File: config.mk
export PLATFORM = sky130hd
export DESIGN_NAME = instr_sequencer
export DESIGN_NICKNAME = d
export VERILOG_FILES = /design/src/rtl/seq_pkg.sv /design/src/rtl/seq_decoder.sv /design/src/rtl/instr_sequencer.sv
export SDC_FILE = /design/constraint.sdc
export NUM_CORES = 1
export LEC_CHECK = 0
export CAP_MARGIN = 10
export CELL_PAD_IN_SITES_DETAIL_PLACEMENT = 1
export CELL_PAD_IN_SITES_GLOBAL_PLACEMENT = 2
export CORE_ASPECT_RATIO = 1.5
export CORE_MARGIN = 2
export CORE_UTILIZATION = 24
export CTS_CLUSTER_SIZE = 28
export DETAILED_ROUTE_END_ITERATION = 8
export PLACE_DENSITY = 0.86
export SETUP_SLACK_MARGIN = 0.2
export SYNTH_ARGS = -nofsm -noshare
export SYNTH_HDL_FRONTEND = slang
export SYNTH_SLANG_ARGS = --single-unit
File: constraint.sdc
create_clock -name clk -period 5.5 [get_ports clk]
set_input_delay 1.65 -clock clk [delete_from_list [all_inputs] [get_ports clk]]
set_output_delay 1.65 -clock clk [all_outputs]
set_load 0.02 [all_outputs]
File: src/rtl/seq_pkg.sv
// Shared constants for the instruction sequencer: opcodes, ALU select codes,
// FSM states and instruction classes.
package seq_pkg;

    localparam logic [7:0] OP_ADD   = 8'h01;
    localparam logic [7:0] OP_SUB   = 8'h02;
    localparam logic [7:0] OP_AND   = 8'h03;
    localparam logic [7:0] OP_OR    = 8'h04;
    localparam logic [7:0] OP_LOAD  = 8'h05;
    localparam logic [7:0] OP_STORE = 8'h06;
    localparam logic [7:0] OP_HALT  = 8'hFF;

    localparam logic [3:0] ALU_ADD = 4'b0000;
    localparam logic [3:0] ALU_SUB = 4'b0001;
    localparam logic [3:0] ALU_AND = 4'b1000;
    localparam logic [3:0] ALU_OR  = 4'b1001;

    typedef enum logic [2:0] {
        ST_IDLE,
        ST_DECODE,
        ST_EXEC,
        ST_MEM,
        ST_WB,
        ST_HALT
    } state_t;

    typedef enum logic [2:0] {
        CLS_ALU,
        CLS_LOAD,
        CLS_STORE,
        CLS_NOP,
        CLS_HALT
    } op_class_t;

    // Only arithmetic ops update the carry flag; logic ops leave it alone.
    function automatic logic updates_carry(input logic [7:0] opcode);
        return (opcode == OP_ADD) || (opcode == OP_SUB);
    endfunction

endpackage

File: src/rtl/seq_decoder.sv
// Combinational opcode decoder: maps an opcode to its ALU select code and
// instruction class. Unknown opcodes decode as NOP.
module seq_decoder
    import seq_pkg::*;
(
    input  logic [7:0] i_opcode,
    output logic [3:0] o_alu_sel,
    output logic [2:0] o_op_class
);

    op_class_t w_class;

    // NOTE: every output of a combinational block gets a default first, so no
    // path through the case leaves it unassigned and no latch is inferred.
    always_comb begin
        o_alu_sel = ALU_ADD;
        w_class   = CLS_NOP;
        case (i_opcode)
            OP_ADD: begin
                o_alu_sel = ALU_ADD;
                w_class   = CLS_ALU;
            end
            OP_SUB: begin
                o_alu_sel = ALU_SUB;
                w_class   = CLS_ALU;
            end
            OP_AND: begin
                o_alu_sel = ALU_AND;
                w_class   = CLS_ALU;
            end
            OP_OR: begin
                o_alu_sel = ALU_OR;
                w_class   = CLS_ALU;
            end
            OP_LOAD:  w_class = CLS_LOAD;
            OP_STORE: w_class = CLS_STORE;
            OP_HALT:  w_class = CLS_HALT;
            default:  w_class = CLS_NOP;
        endcase
    end

    assign o_op_class = w_class;

endmodule

File: src/rtl/instr_sequencer.sv
// Multi-cycle instruction sequencer: accepts one instruction at a time, steps
// it through DECODE/EXEC/MEM/WB and drives an external ALU, register file and data memory.
module instr_sequencer
    import seq_pkg::*;
#(
    parameter int DATA_W = 8,
    parameter int ADDR_W = 8,
    parameter int CNT_W  = 16
) (
    input  logic              clk,
    input  logic              reset,

    input  logic              instr_valid,
    output logic              instr_ready,
    input  logic [31:0]       instr,

    output logic [3:0]        alu_sel,
    input  logic [DATA_W-1:0] alu_result,
    input  logic              alu_carry,

    output logic [ADDR_W-1:0] rf_raddr1,
    output logic [ADDR_W-1:0] rf_raddr2,
    input  logic [DATA_W-1:0] rf_rdata1,
    output logic [ADDR_W-1:0] rf_waddr,
    output logic [DATA_W-1:0] rf_wdata,
    output logic              rf_we,

    output logic [ADDR_W-1:0] dm_addr,
    output logic [DATA_W-1:0] dm_wdata,
    output logic              dm_we,
    input  logic [DATA_W-1:0] dm_rdata,

    output logic              busy,
    output logic              done,
    output logic              halted,
    output logic              carry_flag,
    output logic [CNT_W-1:0]  retired_count
);

    state_t              r_state;
    logic [31:0]         r_instr;
    logic [DATA_W-1:0]   r_wb_data;
    logic                r_carry;
    logic [CNT_W-1:0]    r_retired;

    logic [7:0]          w_opcode;
    logic [ADDR_W-1:0]   w_rd;
    logic [ADDR_W-1:0]   w_rs1;
    logic [ADDR_W-1:0]   w_rs2;
    logic [3:0]          w_alu_sel;
    logic [2:0]          w_op_class_raw;
    op_class_t           w_op_class;

    // Fields are taken from the latched copy, so the bus may change freely
    // once the instruction has been accepted.
    assign w_opcode   = r_instr[31:24];
    assign w_rd       = ADDR_W'(r_instr[23:16]);
    assign w_rs1      = ADDR_W'(r_instr[15:8]);
    assign w_rs2      = ADDR_W'(r_instr[7:0]);
    assign w_op_class = op_class_t'(w_op_class_raw);

    seq_decoder u_decoder (
        .i_opcode   (w_opcode),
        .o_alu_sel  (w_alu_sel),
        .o_op_class (w_op_class_raw)
    );

    // NOTE: sequential state uses non-blocking assignments only, so every
    // register samples its inputs from the same edge regardless of order.
    always_ff @(posedge clk) begin
        if (reset) begin
            r_state   <= ST_IDLE;
            r_instr   <= '0;
            r_wb_data <= '0;
            r_carry   <= 1'b0;
            r_retired <= '0;
        end else begin
            case (r_state)
                ST_IDLE: begin
                    if (instr_valid) begin
                        r_instr <= instr;
                        r_state <= ST_DECODE;
                    end
                end
                ST_DECODE: begin
                    case (w_op_class)
                        CLS_ALU:   r_state <= ST_EXEC;
                        CLS_LOAD,
                        CLS_STORE: r_state <= ST_MEM;
                        CLS_HALT: begin
                            r_state   <= ST_HALT;
                            r_retired <= r_retired + CNT_W'(1);
                        end
                        default: begin
                            r_state   <= ST_WB;
                            r_retired <= r_retired + CNT_W'(1);
                        end
                    endcase
                end
                // The count steps on entry to WB so it is already visible in
                // the done cycle; an aborting reset before then never counts.
                ST_EXEC: begin
                    r_wb_data <= alu_result;
                    if (updates_carry(w_opcode)) begin
                        r_carry <= alu_carry;
                    end
                    r_state   <= ST_WB;
                    r_retired <= r_retired + CNT_W'(1);
                end
                ST_MEM: begin
                    if (w_op_class == CLS_LOAD) begin
                        r_wb_data <= dm_rdata;
                    end
                    r_state   <= ST_WB;
                    r_retired <= r_retired + CNT_W'(1);
                end
                ST_WB:   r_state <= ST_IDLE;
                ST_HALT: r_state <= ST_HALT;
                default: r_state <= ST_IDLE;
            endcase
        end
    end

    always_comb begin
        alu_sel   = '0;
        rf_raddr1 = '0;
        rf_raddr2 = '0;
        rf_waddr  = '0;
        rf_wdata  = '0;
        rf_we     = 1'b0;
        dm_addr   = '0;
        dm_wdata  = '0;
        dm_we     = 1'b0;
        done      = 1'b0;
        case (r_state)
            ST_DECODE: begin
                rf_raddr1 = w_rs1;
                rf_raddr2 = w_rs2;
            end
            ST_EXEC: begin
                rf_raddr1 = w_rs1;
                rf_raddr2 = w_rs2;
                alu_sel   = w_alu_sel;
            end
            ST_MEM: begin
                dm_addr = w_rs2;
                if (w_op_class == CLS_STORE) begin
                    rf_raddr1 = w_rd;
                    dm_wdata  = rf_rdata1;
                    dm_we     = 1'b1;
                end
            end
            ST_WB: begin
                done = 1'b1;
                if (w_op_class == CLS_ALU || w_op_class == CLS_LOAD) begin
                    rf_we    = 1'b1;
                    rf_waddr = w_rd;
                    rf_wdata = r_wb_data;
                end
            end
            default: ;
        endcase
    end

    assign instr_ready   = (r_state == ST_IDLE) && !reset;
    assign busy          = (r_state != ST_IDLE);
    assign halted        = (r_state == ST_HALT);
    assign carry_flag    = r_carry;
    assign retired_count = r_retired;

endmodule

==> results.py <==
metrics = {
    "run_status": {
        "status": "completed",
    },
    "layout": {
        "final_cell_mix": "131 x clkdlybuf4s50_1, 89 x nand2_1, 60 x dfxtp_1, 44 x and2_1, 40 x a21oi_1",
        "final_common_cell": "clkdlybuf4s50_1",
        "diodes": 0,
        "layout.nets": 570,
        "drive_gt1_share_pct": 6.03,
        "synthToLayoutAreaGrowth_pct": 58.4,
    },
    "setup_path": {
        "cp_data_required_time_ps": 3850,
        "worstSetupPathType": "input port to output pin",
        "critPathLaunchType": "input port",
        "cp-end-kind": "output pin",
        "arrival_ps": 2840,
        "cp_max_fo": 1,
    },
    "grt": {
        "antenna_found_initial": 0,
        "grt_use_total_pct": 14.6,
        "grt_pass1_vias": 3174,
        "grt.overflow.total": 0,
        "grt_pass1_wl_microns": 15500,
        "grt_max_degree": 61,
    },
    "timing": {
        "finClkSkew_ps": 4.39,
        "final-hold-violation-count": 0,
        "fin_crit_ps": 4490,
        "period_share_pct": 81.6,
        "rsz0062_at_grt": "false",
        "fin_tns_setup_ps": 0,
        "tightest_slew_ps": 1090,
        "fmaxAchievable_mhz": 223,
        "slew_violations": 0,
        "setup_viol": 0,
        "max_slew_margin_pct": 27.2,
    },
    "synthesis": {
        "synthTopCellsByArea": "dfxtp_1 40%, nand2_1 11%, and2_1 9.2%",
        "yosysTopAreaCellShare_pct": 40.2,
        "yosysWarnings": 0,
        "synth-seq-area-share_pct": 40.2,
        "synth_area_sq_um": 2990,
        "netlist-cell-type-count": 43,
        "ys.flop_type": "dfxtp_1",
        "syn_area_per_cell_sq_um": 7.68,
        "netlist.top_cell.by_area": "dfxtp_1",
        "ys_ff_latch": 60,
        "async_flop_share_pct": 0,
        "synth_edf_count": 0,
        "synthCells": 389,
    },
    "flow_run": {
        "cap_violations": 0,
    },
    "floorplanning": {
        "initial_core_util_pct": 24.7,
        "die_w_microns": 95.1,
        "design.die.area_sq_um": 13400,
        "std_cell_rows": 49,
        "coreArea_sq_um": 12100,
        "io_pins": 135,
        "die_h_microns": 141,
    },
    "placement": {
        "gp_congestion": 0.762,
        "port_buffers": 132,
        "dp_hpwl_microns": 7070,
    },
    "drt": {
        "route.antenna.remaining_nets": 0,
        "via_per_inst": 4.64,
        "drc": 0,
        "drt_wl_total_microns": 9660,
        "dr.pass1.iters": 4,
        "routedWlPerCell_microns": 14.5,
        "drt_iter0_markers": 76,
        "vias": 3092,
    },
    "power_and_ir_drop": {
        "irDropWorstVdd_mv": 0.142,
        "power.total_w": 0.00125,
        "p_leak_nw": 1.70,
        "powerDensity_nw_per_um2": 264,
    },
    "cts": {
        "cts_sinks": 60,
        "cts_resized": 0,
        "clk_pin_slew_ps": 50,
        "clock_latency_ps": 320,
        "postCtsHoldBufs": 0,
        "cts_setup_buffers": 0,
        "h-tree-depth": 3,
        "cts_tree": "yes",
        "cts_made_buffers": 9,
        "root_buffer": "clkbuf_16",
        "clock_path_buffers": 2,
    },
    "worst_hold_path": {
        "hold_class": "flop to flop",
    },
}
## logic make-up (layout without fill, tap and decap cells)
logic type	after synthesis	after routing	share of synthesized area, %
mux	1	1	0.335
fa+ha+maj	1	1	0.419
other cells	1	2	0.125
simple gates	197	197	31.3
flops	60	60	40.2
xor+xnor	15	15	4.40
compound gates	79	79	17.5
buf+inv	35	159	5.69
## cell usage after synthesis, types with 5 or more instances
| cell | n |
|---|---|
| a21oi_1 | 40 |
| xor2_1 | 12 |
| a22o_1 | 8 |
| o2111ai_1 | 5 |
| nand2_1 | 89 |
| a311oi_1 | 8 |
| and3_1 | 7 |
| clkbuf_1 | 20 |
| and2_1 | 44 |
| nand3_1 | 6 |
| or3_1 | 5 |
| inv_1 | 5 |
| nor2_1 | 31 |
| dfxtp_1 | 60 |
## metrics by stage
stage | instances | setup slack [ps] | utilization, % | area [sq um] | hold slack [ps]
2_1_floorplan | 390 | 1550 | - | 2990 | 437
3_3_place_gp | 650 | 1040 | 36.3 | 4390 | 443
3_5_place_dp | 650 | 1010 | 36.3 | 4390 | 452
4_1_cts | 666 | 1000 | 39.0 | 4710 | 459
5_1_grt | 667 | 893 | 39.2 | 4730 | 478
6_report | 667 | 1010 | 39.2 | 4730 | 457
## layout make-up
cell class                 instances  area (sq um)
multi-input combinational        295          1620
clock inverter                     4          72.6
fill                            1460          7340
sequential                        60          1200
timing repair buffer             138          1380
tap                              153           191
clock buffer                      12           246
inverter                           5          18.8
## routing by layer
metal	global-route usage [%]	vias to the layer above	share of wire (%)
li1	-	1543	-
met1	16.4	1447	41
met2	26.1	92	51
met3	3.63	10	6.5
met4	5.26	0	1.5
met5	0	-	0
## flip-flops by register name (all words and copies together) (netlist names)
signal,flops
carry_flag,1
r_wb_data,8
r_instr,32
retired_count,16
r_state,3
## critical path: stages
cell             delay (ps)
clkdlybuf4s50_1         460
and2_1                  120
clkdlybuf4s50_1         600
## path summary, 6_finish.rpt
check	cells after the start	from	end	slack, ps
setup / recovery	3	rf_rdata1[1]	dm_wdata[1]	1010
hold / removal	2	r_instr[8]	r_instr[8]	460
setup reg to reg	6	r_instr[24]	retired_count[14]	3170
hold reg to reg	2	r_instr[8]	r_instr[8]	460
## power by group
| group | internal (W) | total, W | switching [W] | leakage (nW) |
|---|---|---|---|---|
| registers | 0.000457 | 0.000478 | 0.0000211 | 0.489 |
| logic | 0.0000827 | 0.000168 | 0.0000848 | 1.06 |
| clock network | 0.000408 | 0.000602 | 0.000194 | 0.153 |
| total | 0.000947 | 0.00125 | 0.000300 | 1.70 |
Power figures use the tool's default switching activity.
